===== src/rtl/stream_loader.sv =====
// Register-driven stream loader: buffers data words in a show-ahead FIFO, streams them
// downstream with valid/ready, then captures the single result word.
module stream_loader #(
   parameter int DEPTH = 16,
   parameter int CNT_W = 16
) (
   input  logic        clk,
   input  logic        reset_n,
   input  logic        ctrl_wr,
   input  logic [31:0] ctrl_data,
   input  logic        data_wr,
   input  logic [31:0] data_in,
   output logic        out_valid,
   input  logic        out_ready,
   output logic [31:0] out_data,
   output logic        out_last,
   input  logic        res_valid,
   input  logic [31:0] res_data,
   output logic [31:0] status,
   output logic [31:0] answer
);

   localparam int AW = $clog2(DEPTH);
   localparam logic [AW:0] FULL_LEVEL = (AW + 1)'(DEPTH);

   typedef enum logic [1:0] {IDLE, LOAD, WAIT_RES, DONE} state_t;

   state_t state, state_next;

   logic [31:0]      mem [DEPTH];
   logic [AW-1:0]    wr_ptr, rd_ptr;
   logic [AW:0]      level;
   logic [CNT_W-1:0] n_reg, accepted, sent;
   logic             overflow, drop_err;

   logic abort, start, flush, clear, latch_n, push, pop;
   logic set_ovf, set_drop, capture, zero_answer;
   logic [CNT_W-1:0] ctrl_n;
   logic unused_ctrl_bits;

   assign abort  = ctrl_wr & ctrl_data[30];
   assign start  = ctrl_wr & ctrl_data[31];
   assign ctrl_n = ctrl_data[CNT_W-1:0];
   assign unused_ctrl_bits = ^ctrl_data[29:CNT_W];

   assign out_valid = (state == LOAD) && (level != '0);
   assign out_data  = out_valid ? mem[rd_ptr] : 32'h0;
   assign out_last  = out_valid && (sent == n_reg - 1'b1);
   assign status    = {16'(sent), 8'(level), 4'b0000, drop_err,
                       (state == LOAD) || (state == WAIT_RES), overflow, state == DONE};

   always_ff @(posedge clk or negedge reset_n) begin
      if (!reset_n) state <= IDLE;
      else          state <= state_next;
   end

   // Abort beats everything; a start from IDLE/DONE restarts the job; otherwise the
   // current state decides what data, handshake and result events mean.
   always_comb begin
      state_next  = state;
      flush       = 1'b0;
      clear       = 1'b0;
      latch_n     = 1'b0;
      push        = 1'b0;
      pop         = 1'b0;
      set_ovf     = 1'b0;
      set_drop    = 1'b0;
      capture     = 1'b0;
      zero_answer = 1'b0;
      if (abort) begin
         state_next = IDLE;
         flush      = 1'b1;
         clear      = 1'b1;
      end else if (start && (state == IDLE || state == DONE)) begin
         flush   = 1'b1;
         clear   = 1'b1;
         latch_n = 1'b1;
         if (ctrl_n == '0) begin
            state_next  = DONE;
            set_drop    = 1'b1;
            zero_answer = 1'b1;
         end else begin
            state_next = LOAD;
         end
      end else begin
         if (start) set_drop = 1'b1;
         case (state)
            LOAD: begin
               if (data_wr) begin
                  if (accepted == n_reg)       set_drop = 1'b1;
                  else if (level == FULL_LEVEL) set_ovf = 1'b1;
                  else                          push = 1'b1;
               end
               pop = out_valid && out_ready;
               if (pop && sent == n_reg - 1'b1) state_next = WAIT_RES;
            end
            WAIT_RES: begin
               if (data_wr) set_drop = 1'b1;
               if (res_valid) begin
                  capture    = 1'b1;
                  state_next = DONE;
               end
            end
            default: ;
         endcase
      end
   end

   always_ff @(posedge clk) begin
      if (push) mem[wr_ptr] <= data_in;
   end

   // FIFO bookkeeping, job counters and sticky flags; flush/clear reset them for a new job.
   always_ff @(posedge clk or negedge reset_n) begin
      if (!reset_n) begin
         wr_ptr   <= '0;
         rd_ptr   <= '0;
         level    <= '0;
         n_reg    <= '0;
         accepted <= '0;
         sent     <= '0;
         overflow <= 1'b0;
         drop_err <= 1'b0;
         answer   <= 32'h0;
      end else begin
         if (flush) begin
            wr_ptr <= '0;
            rd_ptr <= '0;
            level  <= '0;
         end else begin
            if (push) wr_ptr <= wr_ptr + 1'b1;
            if (pop)  rd_ptr <= rd_ptr + 1'b1;
            if (push && !pop)      level <= level + 1'b1;
            else if (pop && !push) level <= level - 1'b1;
         end
         if (clear) begin
            accepted <= '0;
            sent     <= '0;
            n_reg    <= latch_n ? ctrl_n : '0;
            overflow <= 1'b0;
            drop_err <= set_drop;
         end else begin
            if (push) accepted <= accepted + 1'b1;
            if (pop)  sent     <= sent + 1'b1;
            if (set_ovf)  overflow <= 1'b1;
            if (set_drop) drop_err <= 1'b1;
         end
         if (zero_answer)  answer <= 32'h0;
         else if (capture) answer <= res_data;
      end
   end

endmodule


===== config.mk =====
export PLATFORM = sky130hd
export DESIGN_NAME = stream_loader
export DESIGN_NICKNAME = d
export VERILOG_FILES = /design/src/rtl/stream_loader.sv
export SDC_FILE = /design/constraint.sdc
export NUM_CORES = 1
export LEC_CHECK = 0
export ABC_AREA = 0
export BUFFER_PORTS_ARGS = -buffer_cell sky130_fd_sc_hd__clkbuf_2
export CAP_MARGIN = 20
export CORE_ASPECT_RATIO = 0.5
export CORE_MARGIN = 2
export CORE_UTILIZATION = 35
export CTS_CLUSTER_SIZE = 14
export DETAILED_ROUTE_END_ITERATION = 10
export GPL_TIMING_DRIVEN = 0
export PLACE_DENSITY_LB_ADDON = 0.08
export SLEW_MARGIN = 20
export SYNTH_ARGS = -nofsm -noshare
export SYNTH_HDL_FRONTEND = slang
export SYNTH_SLANG_ARGS = --single-unit

===== constraint.sdc =====
create_clock -name clk -period 4.63 [get_ports clk]
set_input_delay 0.2315 -clock clk [delete_from_list [all_inputs] [get_ports clk]]
set_output_delay 0.2315 -clock clk [all_outputs]
set_load 0.05 [all_outputs]

==> impl_results.md, run 1 <==
* Run status: finished, final reports clean
* Largest net degree at the start of global routing at 71
* Die W at ~380 um
* Core Region at 70800 um^2
* Top FF cell, synth: edfxtp_1
* Min-Delay Path Class: in2reg
* Max stage delay on crit path at between 500 and 600 ps
* Yosys cell types at 58
* Met1 Use GR at 25.2%
* Final antenna-violating net count at 0
* Sink Count at 609
* CP startpoint kind: flip-flop
* Port Buffers at 177
* 1st-iter DRT viols at between 1000 and 1500
* Area of placed instances at about 27000 um^2
* Largest Register: mem
* Via/cell ratio at 5.08
* Worst-Skew Late Latency at 650 ps
* Largest area contributor in the netlist: edfxtp_1
* Initial core utilization at about a third
* Sequential share of the synthesized area at 71.3%
* FF+latch count, synth at roughly 610
* Slew HR at a little over a quarter
* Drt drc at 0
* Pre-antenna DRT Iters at 5
* Worst reg2reg setup slack at ~560 ps
* Synth warn at 0
* Pwr dens at about 500 nW/um^2
* Fin nets at between 1500 and 2000
* Die area at roughly 74000 um^2
* Maximum clock path buffer count at 3
* Area grow syn2layout at 20.2%
* DP HPWL at 39600 um
* Utilization after layout at between 40% and 50%
* Max reg flops at a little over 500
* Gr usage total at roughly 18%
* Most frequent cells after synthesis: edfxtp_1, mux4_2, nand2_1
* Mapped Avg Cell Area at roughly 18 um^2
* Die Ht at ~190 um
* Multi-input combinational cell area at slightly below 7000 um^2
* Pins Over Slew Limit at 0
* Final period util at 89.9%
* Overall routed net length at roughly 66000 um
* Final setup fails at 0
* Top flop regs: mem: 512 flops, answer: 32 flops
* Worst path required time at around 4400 ps
* Vias in the first global route at approximately 15000
* Worst slew pin tran at between 1000 and 1500 ps
* Max_cap viols at 0
* Wire per inst at around 24 um
* Crit-path max FO at 10
* Min cycle time layout at 4160 ps
* CTS tree: built
* Fraction of layout cells with a size suffix above 1 at ~28%
* # IOs at 200
* Initial antenna violation count at 1
* Met3 usage at 2.68%
* GPL Wtd Cong at 0.814
* Critical path data arrival time at 3930 ps
* First-pass GRT wire length at ~95000 um
* Cell family with most CP delay: buffers and inverters
* Clock root cell: clkbuf_16
* H-tree depth at 2
* Count leader, synth: edfxtp_1
* TritonCTS Buffers at between 50 and 60
* Post-synth ARST share at between 10% and 20%
* Post-CTS Resized at 0
* Hold slack at about 43 ps
* Leak pwr at ~10 nW
* Final Cell Area at around 30000 um^2
* Reg clk slew, reported paths at 70 ps
* Fill count at around 6300
* Clock Skew at 48.3 ps
* Top cells by area in the synthesized netlist: edfxtp_1, mux4_2, dfrtp_1, nand2_1, xor2_1
* Area fraction of the dominant cell type after synthesis at roughly 60%
* Vias at ~14000
* Crit Path Category: reg2out
* Synth Instances at 1374
* Register area at roughly 18000 um^2
* Synthesized cell area at about 25000 um^2
* RSZ-0062 raised after global routing: false
* N_diodes at 0
* VDD IR max at roughly 300 uV
* Total grt overflow at 0
* Crit. End Element: output pin
* Cell Chain, Critical Path: clkbuf_1, clkbuf_1, buf_2, mux4_2, mux4_2, and2_1, clkbuf_2
* Hold Fails Final Rpt at 0
* Num rows at 69
* EDFF count, synth at between 500 and 600
* Worst Path Buf+Inv at 4
* Busiest grt layer: met2
* Slowest cell on the critical path: mux4_2
* Max Clock Freq at between 200 and 250 MHz
* Global-route met2 utilization at between 20% and 30%
per-layer routing:
| metal | wire length [um] | up-vias |
|---|---|---|
| met4 | 1280 | 0 |
| met2 | 31300 | 297 |
| li1 | - | 6091 |
| met3 | 2770 | 89 |
| met1 | 30400 | 7271 |
| met5 | 0 | - |
through the flow:
| step | total power, mW | cells | setup TNS, ps | worst slack [ps] |
|---|---|---|---|---|
| finish | 14.6 | 2707 | 0 | 467 |
| global route | 15.3 | 2707 | 0 | 204 |
| CTS | 14.8 | 2707 | 0 | 354 |
| detailed placement | 10.1 | 2527 | 0 | 560 |
| global placement | 10.0 | 2515 | -188420 | -478 |
| floorplan | 9.10 | 1380 | 0 | 1330 |
layout by cell type (no fill, tap or decap), drive strengths merged, types with 19 or more instances in the layout:
cell type    count
dfrtp           97
nand2          101
a21oi           46
xnor2           30
nor2            58
mux4           160
edfxtp         512
and2            52
nand3           20
nor4            19
buf             44
xor2            40
clkinv          22
clkbuf         299
dlygate4sd3     80
where the power goes:
part           switching (mW)  leakage (nW)  internal (mW)
clock                    2.12         0.845           2.48
sequential              0.173          5.90           6.19
combinational            2.30          3.66           1.36
total                    4.59          10.4           10.0
final timing paths:
kind	from	to	cells after the start
setup / recovery	rd_ptr[0]	out_data[12]	7
hold / removal	data_in[1]	mem[7][1]	1
setup reg to reg	state[0]	level[4]	17
hold reg to reg	accepted[15]	accepted[15]	1
max in group asynchronous	reset_n	answer[9]	3
min in group asynchronous	reset_n	accepted[4]	2
what timing repair did:
item                                   4_1_cts  5_1_grt
endpoints found under the hold margin      593        0
hold buffers                                80        0
setup buffers                                0        0
layout make-up:
cell class / instances / area share, %
flip-flops and latches: 609 / 59.4
multi-input cells: 668 / 22.6
repair buffers: 269 / 6.61
clock buffers: 67 / 4.88
well taps: 958 / 4.00
plain buffers: 87 / 1.33
clock inverters: 33 / 1.04
inverters: 16 / 0.200
worst register-to-register path: stages, from the launching register on:
cell and delay [ps]:
dfrtp_1 380, inv_1 70, ha_1 350, a21o_1 190, and2_1 160, clkbuf_1 300
nor2_1 220, and4_1 210, clkbuf_1 300, buf_2 310, nand2_1 190, fa_1 450
a21o_1 200, a21oi_1 170, nor2_1 60, mux2i_1 190, xnor2_1 140, nor2_1 50
cell families after synthesis:
| group | count (synthesis) | share of synthesized area [%] |
|---|---|---|
| xor gates and xnor gates | 70 | 2.46 |
| AOI/OAI and AO/OA | 95 | 2.43 |
| other | 1 | 0.0150 |
| and+or+nand+nor | 315 | 6.48 |
| adders and majority gates | 16 | 0.832 |
| DFF | 609 | 71.3 |
| buffers and inverters | 103 | 1.81 |
| muxes | 165 | 14.6 |
No activity file was read; power rests on OpenSTA's default activity.
==> run 2: changes to the inputs <==
--- a/config.mk
+++ b/config.mk
@@ -11,10 +11,12 @@
 export CORE_ASPECT_RATIO = 0.5
 export CORE_MARGIN = 2
 export CORE_UTILIZATION = 35
+export CTS_BUF_LIST = sky130_fd_sc_hd__clkbuf_2
 export CTS_CLUSTER_SIZE = 14
 export DETAILED_ROUTE_END_ITERATION = 10
 export GPL_TIMING_DRIVEN = 0
-export PLACE_DENSITY_LB_ADDON = 0.08
+export PLACE_DENSITY = 0.52
+export SETUP_SLACK_MARGIN = 0.02
 export SLEW_MARGIN = 20
 export SYNTH_ARGS = -nofsm -noshare
 export SYNTH_HDL_FRONTEND = slang
==> impl_results.md, run 2 (same netlist as run 1, synthesis figures left out) <==
* Postcts setup bufs at 0
* Initial antenna violation count at 1
* Hold Fails Final Rpt at 0
* Die area at 73600 um^2
* Vias at 14900
* Crit Path Category: reg2out
* Largest net degree at the start of global routing at 77
* CTS tree: built
* Wire per inst at about 22 um
* Pre-antenna DRT Iters at 7
* Worst slew pin tran at 1070 ps
* Reg clk slew, reported paths at about 110 ps
* Commonest non-fill, non-tap cell in the layout: edfxtp_1
* Pins Over Slew Limit at 0
* Clock share of power at about 24%
* NetSw at 4.79 mW
* CP startpoint kind: flip-flop
* Max reg flops at between 500 and 600
* Pwr dens at 447 nW/um^2
* 1st-iter DRT viols at about 1100
* Hold slack at 129 ps
* Drt drc at 0
* Worst-Skew Late Latency at 1180 ps
* RSZ-0062 raised after global routing: false
* Placed cell count at ~2500
* Vias in the first global route at 15500
* Critical path data arrival time at approximately 4000 ps
* TritonCTS Buffers at about 150
* Fin nets at 2093
* TNS Setup at 0 ps
* VDD IR max at 219 uV
* Max Clock Freq at about 230 MHz
* Non-Filler Instances at 3019
* Worst path required time at about 4400 ps
* R2R depth at 16
* Int Power at about 9.1 mW
* Sink Count at approximately 610
* Crit-path max FO at 10
* Multi-input combinational cell area at roughly 6800 um^2
* Worst setup margin at around 290 ps
* Initial core utilization at between 30% and 40%
* Area of placed instances at roughly 27000 um^2
* Crit. End Element: output pin
* Register area at 17800 um^2
* Run status: finished, final reports clean
* Die Ht at just under 200 um
* Max_cap viols at 0
* Num rows at about 70
* Maximum clock path buffer count at 3
* Total grt overflow at 0
* DP HPWL at between 30000 and 40000 um
* Fill count at 6374
* Die W at between 300 and 400 um
* Most frequent cells in the layout: edfxtp_1, clkbuf_2, dlygate4sd3_1
* Area grow syn2layout at 24.7%
* Slew HR at between 20% and 30%
* Comb pwr share at around 30%
* Port Buffers at roughly 180
* Gr usage total at 18.6%
* Hold path depth at 2
* H-tree depth at 4
* Final Cell Area at 31100 um^2
* Leak pwr at ~11 nW
* Final setup fails at 0
* Flop pwr share at 45.8%
* Fraction of layout cells with a size suffix above 1 at between 30% and 40%
* Switching portion of total power at roughly a third
* Final period util at 93.8%
* Overall routed net length at slightly below 70000 um
* Final antenna-violating net count at 0
* Total power at between 10 and 15 mW
* Clock Skew at around 91 ps
* GPL Wtd Cong at approximately 0.8
* Utilization after layout at approximately 44%
* Core Region at 70800 um^2
* First-pass GRT wire length at between 90000 and 100000 um
* Top flop regs: mem: 512 flops, answer: 32 flops
* Min-Delay Path Class: in2reg
* Setup WS pre-CTS at 449 ps
* # IOs at 200
* Min cycle time layout at around 4300 ps
* Via/cell ratio at between 4 and 5
* Largest Register: mem
* Clock root cell: clkbuf_2
## run 2: changes by cell type in the layout (fill, tap and decap cells not counted), moves of 7 or more
cell           delta
buf_2            -10
clkinv_1          +9
clkbuf_1         -21
clkinv_2          -7
dlygate4sd3_1   +185
clkbuf_2        +208
clkbuf_16        -57
buf_4            +10
## run 2: area by class of cell
cell class,instances,share of cell area (%)
well taps,958,3.85
repair buffers,447,11.8
clock inverters,34,0.599
flip-flops and latches,609,57.2
diodes,2,0.0161
inverters,16,0.193
multi-input cells,668,21.8
plain buffers,87,1.41
clock buffers,198,3.18
## run 2: worst max-delay path: stages (launching register included)
cell and delay [ps]:
dfrtp_1 380, clkbuf_1 360, clkbuf_2 360, buf_4 340
mux4_2 560, mux4_2 530, and2_1 190, clkbuf_2 230
## run 2: final timing paths
check,end,slack (ps),start
min in group asynchronous,accepted[13],660,reset_n
max in group asynchronous,answer[7],3290,reset_n
min,mem[13][1],130,data_in[1]
min reg2reg,accepted[15],510,accepted[15]
max reg2reg,level[4],500,state[1]
max,out_data[9],290,rd_ptr[0]
## run 2: routing by layer
layer  wire length, um  up-vias  track usage [%]
li1                  -     6679                -
met1             30800     7674             25.6
met2             32200      464             29.6
met3              3550      117             3.98
met4              1380        0             5.86
met5                 0        -                0
## run 2: repair_timing
item,4_1_cts,5_1_grt
resized for setup,21,2
endpoints found under the setup margin,32,10
endpoints found under the hold margin,697,0
hold buffers,266,0
## run 2: power groups by stage
stage                     Sequential [mW]  Combinational, mW  Clock, mW
after floorplan                      6.96               2.14          0
after global placement               6.48               3.59          0
after detailed placement             6.48               3.63          0
after CTS                            6.36               4.13       3.51
after global routing                 6.40               4.46       3.78
final                                6.37               4.15       3.39
